<file path="src/rtl/FIFO_param_pkg.sv">
// Shared FIFO parameters plus the fifo_reader state type and issue-room helper.
package FIFO_param_pkg;

    localparam int WIDTH = 8;

    typedef enum logic [1:0] {
        IDLE  = 2'd0,
        RUN   = 2'd1,
        DRAIN = 2'd2
    } fifo_reader_state_t;

    // True when the buffer can take one more read: buffered + in-flight - leaving < 2.
    function automatic logic issue_room(input logic [1:0] occ,
                                        input logic       inflight,
                                        input logic       pop);
        return ({1'b0, occ} + {2'b00, inflight}) < (3'd2 + {2'b00, pop});
    endfunction

endpackage

</file>
<file path="src/rtl/fifo_reader_obuf.sv">
// Two-entry valid/ready output buffer: in-order push/pop, head exposed combinationally.
module fifo_reader_obuf #(
    parameter int WIDTH = 8
) (
    input  logic             clk,
    input  logic             rst,
    input  logic             push,
    input  logic [WIDTH-1:0] push_data,
    input  logic             pop,
    output logic [1:0]       occ,
    output logic [WIDTH-1:0] head_data
);

    logic [1:0][WIDTH-1:0] slot_data;
    logic                  wr_ptr_reg;
    logic                  rd_ptr_reg;
    logic [1:0]            occ_reg;
    logic [1:0]            occ_next;

    genvar gi;
    generate
        for (gi = 0; gi < 2; gi++) begin : g_slot
            logic [WIDTH-1:0] slot_reg;

            always_ff @(posedge clk) begin
                if (rst) begin
                    slot_reg <= '0;
                end else if (push && (wr_ptr_reg == 1'(gi))) begin
                    slot_reg <= push_data;
                end
            end

            assign slot_data[gi] = slot_reg;
        end
    endgenerate

    always_comb begin
        occ_next = occ_reg;
        case ({push, pop})
            2'b10:   occ_next = occ_reg + 2'd1;
            2'b01:   occ_next = occ_reg - 2'd1;
            default: occ_next = occ_reg;
        endcase
    end

    always_ff @(posedge clk) begin
        if (rst) begin
            wr_ptr_reg <= 1'b0;
            rd_ptr_reg <= 1'b0;
            occ_reg    <= 2'd0;
        end else begin
            if (push) wr_ptr_reg <= ~wr_ptr_reg;
            if (pop)  rd_ptr_reg <= ~rd_ptr_reg;
            occ_reg <= occ_next;
        end
    end

    assign occ       = occ_reg;
    assign head_data = slot_data[rd_ptr_reg];

endmodule

</file>
<file path="src/rtl/fifo_reader.sv">
// FIFO read-side consumer feeding a valid/ready stream; counters built only
// when FIFO_READER_STATS_EN is defined, otherwise rd_count/err_count read 0.
module fifo_reader
    import FIFO_param_pkg::*;
#(
    parameter int WIDTH = FIFO_param_pkg::WIDTH,
    parameter int CNT_W = 16
) (
    input  logic             clk,
    input  logic             rst,
    input  logic             enable,
    input  logic             fifo_empty,
    input  logic [WIDTH-1:0] fifo_rd_data,
    input  logic             fifo_rd_err,
    output logic             fifo_rd_en,
    output logic             out_valid,
    output logic [WIDTH-1:0] out_data,
    input  logic             out_ready,
    output logic             busy,
    output logic [CNT_W-1:0] rd_count,
    output logic [CNT_W-1:0] err_count
);

    fifo_reader_state_t state_reg;
    fifo_reader_state_t state_next;
    logic               inflight_reg;
    logic [1:0]         occ;
    logic               pop;
    logic               push;

    assign out_valid = (occ != 2'd0);
    assign pop       = out_valid & out_ready;
    assign push      = inflight_reg & ~fifo_rd_err;
    assign busy      = (state_reg != IDLE);

    // Gated by rst so no read is issued in the cycle the reset is taken.
    assign fifo_rd_en = ~rst & enable & ~fifo_empty & (state_reg != DRAIN)
                      & issue_room(occ, inflight_reg, pop);

    fifo_reader_obuf #(
        .WIDTH (WIDTH)
    ) u_obuf (
        .clk       (clk),
        .rst       (rst),
        .push      (push),
        .push_data (fifo_rd_data),
        .pop       (pop),
        .occ       (occ),
        .head_data (out_data)
    );

    always_comb begin
        state_next = state_reg;
        case (state_reg)
            IDLE: begin
                if (enable && !fifo_empty) state_next = RUN;
            end
            RUN: begin
                if (!enable)
                    state_next = DRAIN;
                else if (fifo_empty && !inflight_reg && (occ == 2'd0))
                    state_next = IDLE;
            end
            DRAIN: begin
                if (enable)
                    state_next = RUN;
                else if (!inflight_reg && (occ == 2'd0))
                    state_next = IDLE;
            end
            default: state_next = IDLE;
        endcase
    end

    always_ff @(posedge clk) begin
        if (rst) begin
            state_reg    <= IDLE;
            inflight_reg <= 1'b0;
        end else begin
            state_reg    <= state_next;
            inflight_reg <= fifo_rd_en;
        end
    end

`ifdef FIFO_READER_STATS_EN
    logic [CNT_W-1:0] rd_count_reg;
    logic [CNT_W-1:0] err_count_reg;

    // Both counters stick at all-ones instead of wrapping.
    always_ff @(posedge clk) begin
        if (rst) begin
            rd_count_reg  <= '0;
            err_count_reg <= '0;
        end else if (inflight_reg) begin
            if (!fifo_rd_err && !(&rd_count_reg))
                rd_count_reg <= rd_count_reg + CNT_W'(1);
            if (fifo_rd_err && !(&err_count_reg))
                err_count_reg <= err_count_reg + CNT_W'(1);
        end
    end

    assign rd_count  = rd_count_reg;
    assign err_count = err_count_reg;
`else
    assign rd_count  = '0;
    assign err_count = '0;
`endif

endmodule

</file>
<file path="config.mk">
export PLATFORM = sky130hd
export DESIGN_NAME = fifo_reader
export DESIGN_NICKNAME = d
export VERILOG_FILES = /design/src/rtl/FIFO_param_pkg.sv /design/src/rtl/fifo_reader_obuf.sv /design/src/rtl/fifo_reader.sv
export SDC_FILE = /design/constraint.sdc
export NUM_CORES = 1
export LEC_CHECK = 0
export CAP_MARGIN = 20
export CORE_MARGIN = 10
export CORE_UTILIZATION = 39
export CTS_BUF_LIST = sky130_fd_sc_hd__clkbuf_8
export DETAILED_ROUTE_END_ITERATION = 8
export PLACE_DENSITY = 0.78
export RECOVER_POWER = 50
export SYNTH_ARGS = -nofsm -noshare
export SYNTH_HDL_FRONTEND = slang
export SYNTH_HIERARCHICAL = 1
export SYNTH_SLANG_ARGS = --single-unit
</file>
<file path="constraint.sdc">
create_clock -name clk -period 1.72 [get_ports clk]
set_input_delay 0.344 -clock clk [delete_from_list [all_inputs] [get_ports clk]]
set_output_delay 0.344 -clock clk [all_outputs]
set_load 0.01 [all_outputs]
</file>
==> results.ini <==
[global_routing]
grt_max_degree = 22
antenna_found_initial = 0
grt_pass1_vias = 991
grt_pass1_wl_mm = 4.56
grt_overflow = 0
grt_usage_pct = 9.08

[placement]
place.gp.congestion = 0.788
placed_area_mm2 = 0.00154
placed_cells = 229
post-place-ws_ns = -0.432
hpwl_mm = 2.17
port_buffers = 24

[detailed_routing]
drt_iter0_drc = 42
drc = 0
drt-pass1-iter-count = 4
ant_nets = 0
wl_mm = 2.87
vias_per_cell = 4.34
vias = 1011
wl_per_cell_um = 12.3

[power_and_ir_drop]
seqPwrFrac_pct = 50.5
ir_drop_uv = 275
swShare_pct = 26.9
combPwrFrac_pct = 19.3
internal_power_uw = 811
clock_power_share_pct = 30.3
p_per_area_mw_per_mm2 = 680
p_sw_uw = 298
p_leak_uw = 0.000695

[setup_path]
critPathKind = primary input to output port
worstSetupEndpoint = fifo_rd_en
arrival_ns = 1.38
r2r_start = u_obuf/occ[0]
cp-end-kind = output port
rr_endpoint = u_obuf/occ[1]
worstSetupStartpointType = primary input
cp_max_fo = 2
r2r_cells = 7
crit_path_start = out_ready
worstPathRequired_ns = 1.38
rrSetupSlack_ns = 0.06

[final_layout]
final_cell_mix = 32 x conb_1, 26 x nand2_1, 20 x dfxtp_1
multi_input_area_um2 = 699
area_delta_synth_final_pct = 27.3
largest_register_ffs = 16
fin_cells = 233
seqCellArea_um2 = 464
antenna_cells = 0
final_common_cell = conb_1
fillCellCount = 306
layout.nets = 207
drive_above_1_share_pct = 21.7
final_cell_area_mm2 = 0.00163

[sta]
hold_viol = 0
final.setup.worst_slack_ns = -0.00817
report.final.setup_viol = 1
period_share_pct = 100
slew_viol_final = 0
rsz0062_at_grt = true
clock.fmax_ghz = 0.579
skew_ns = 0.00192
period_minus_slack_ns = 1.73

[floorplan]
fp.dieW_um = 77.3
num_io_pins = 57
die_area_mm2 = 0.00598
initial_core_util_pct = 41.3
rows = 20
coreArea_mm2 = 0.00310
die_h_um = 77.3

[cts]
cts_root_buf = clkbuf_8
cts.path.max_buffers = 2
htreeDepth = 1
cts_sinks = 23
clk_latency_ns = 0.26
clkTransAtPathRegs_ns = 0.08
cts_tree = yes
cts_buffers = 3

[yosys]
syn_area_mm2 = 0.00128
syn_inst = 153
ys_types = 28
ys.flop_type = dfxtp_1
async_flop_share_pct = 0
yosys_warnings = 6
yosysSeqAreaShare_pct = 35.9
synth_enable_flop_cells = 0
ys_seq_elements = 23
syn-mean-instance-area_um2 = 8.37

[min_path]
min_path_type = flop to flop

[outcome]
violations = negative setup slack
status = complete, but fails checks

[run]
cap_violations = 0

## final cells by class
cell class	instances	share of cell area (%)
clock buffer	3	2.53
clock inverter	1	0.307
inverter	3	0.690
multi-input combinational	119	42.9
sequential	23	28.5
tap	44	3.37
timing repair buffer	40	21.8
## power groups by stage
stage | logic (µW) | registers [µW] | clock network, µW
4_1_cts | 199 | 556 | 349
3_3_place_gp | 202 | 568 | 0
5_1_grt | 236 | 562 | 364
3_5_place_dp | 203 | 568 | 0
6_report | 214 | 560 | 336
2_1_floorplan | 160 | 568 | 0
## worst min-delay path by stage
stage                                       from                      endpoint  slack [ns]  cells after the start
detailed placement  u_obuf/g_slot[0].slot_reg[0]  u_obuf/g_slot[0].slot_reg[0]        0.44                      2
CTS                 u_obuf/g_slot[0].slot_reg[0]  u_obuf/g_slot[0].slot_reg[0]        0.46                      2
global placement    u_obuf/g_slot[1].slot_reg[6]  u_obuf/g_slot[1].slot_reg[6]        0.44                      2
floorplan                                 enable                  state_reg[1]        0.41                      1
global route        u_obuf/g_slot[1].slot_reg[6]  u_obuf/g_slot[1].slot_reg[6]        0.47                      2
finish              u_obuf/g_slot[0].slot_reg[0]  u_obuf/g_slot[0].slot_reg[0]        0.46                      2
## what timing repair did
item,in CTS,in global routing
hold buffers,0,0
pin swaps,2,3
endpoints found under the setup margin,11,9
buffers inserted,0,0
gates resized for setup,17,16
## worst max-delay path: stages
cell and delay (ns):
clkdlybuf4s50_1 0.51, o21ai_4 0.08, o21ai_2 0.13, and4_1 0.19, buf_2 0.13
## through the flow
stage	hold WS (ns)	power [µW]	utilization (%)	setup TNS, ns
after floorplan	0.409	728	-	0
after global routing	0.473	1160	52.6	-0.104
after detailed placement	0.445	771	49.6	-0.653
final	0.455	1110	52.6	-0.00817
after global placement	0.439	770	49.6	-0.539
after CTS	0.457	1100	50.7	-0.0791
## cells by family (layout without fill, tap and decap cells)
logic type	count (synthesis)	in the layout	share of synthesized area, %
and+or+nand+nor	47	47	18.0
buffers and inverters	42	47	22.2
AOI/OAI and AO/OA	26	26	11.6
DFF	23	23	35.9
muxes	8	8	7.03
adders and majority gates	3	3	2.93
xor gates and xnor gates	3	3	2.05
other	1	32	0.293
## synth_stat cells (2+ instances only)
| library cell | count | area share (%) |
|---|---|---|
| buf_4 | 32 | 19 |
| nand2_1 | 26 | 7.6 |
| dfxtp_1 | 23 | 36 |
| a21oi_1 | 19 | 7.4 |
| mux2_2 | 8 | 7.0 |
| nand3_1 | 8 | 3.1 |
| buf_2 | 5 | 2.0 |
| ha_1 | 3 | 2.9 |
| inv_1 | 3 | 0.88 |
| and4_1 | 2 | 1.4 |
| clkbuf_1 | 2 | 0.59 |
| nand2b_1 | 2 | 0.98 |
| nor2_1 | 2 | 0.59 |
| nor2b_1 | 2 | 0.98 |
| o21ai_0 | 2 | 0.78 |
| xnor2_1 | 2 | 1.4 |
## metal layers
| layer | up-vias | part of all wire [%] | global-route usage (%) | routed length [µm] |
|---|---|---|---|---|
| li1 | 512 | - | - | - |
| met1 | 466 | 41 | 9.81 | 1190 |
| met2 | 29 | 50 | 15.1 | 1440 |
| met3 | 4 | 6.4 | 2.91 | 183 |
| met4 | 0 | 2.0 | 5.47 | 57 |
| met5 | - | 0 | 0 | 0 |
Power figures use the tool's default switching activity.
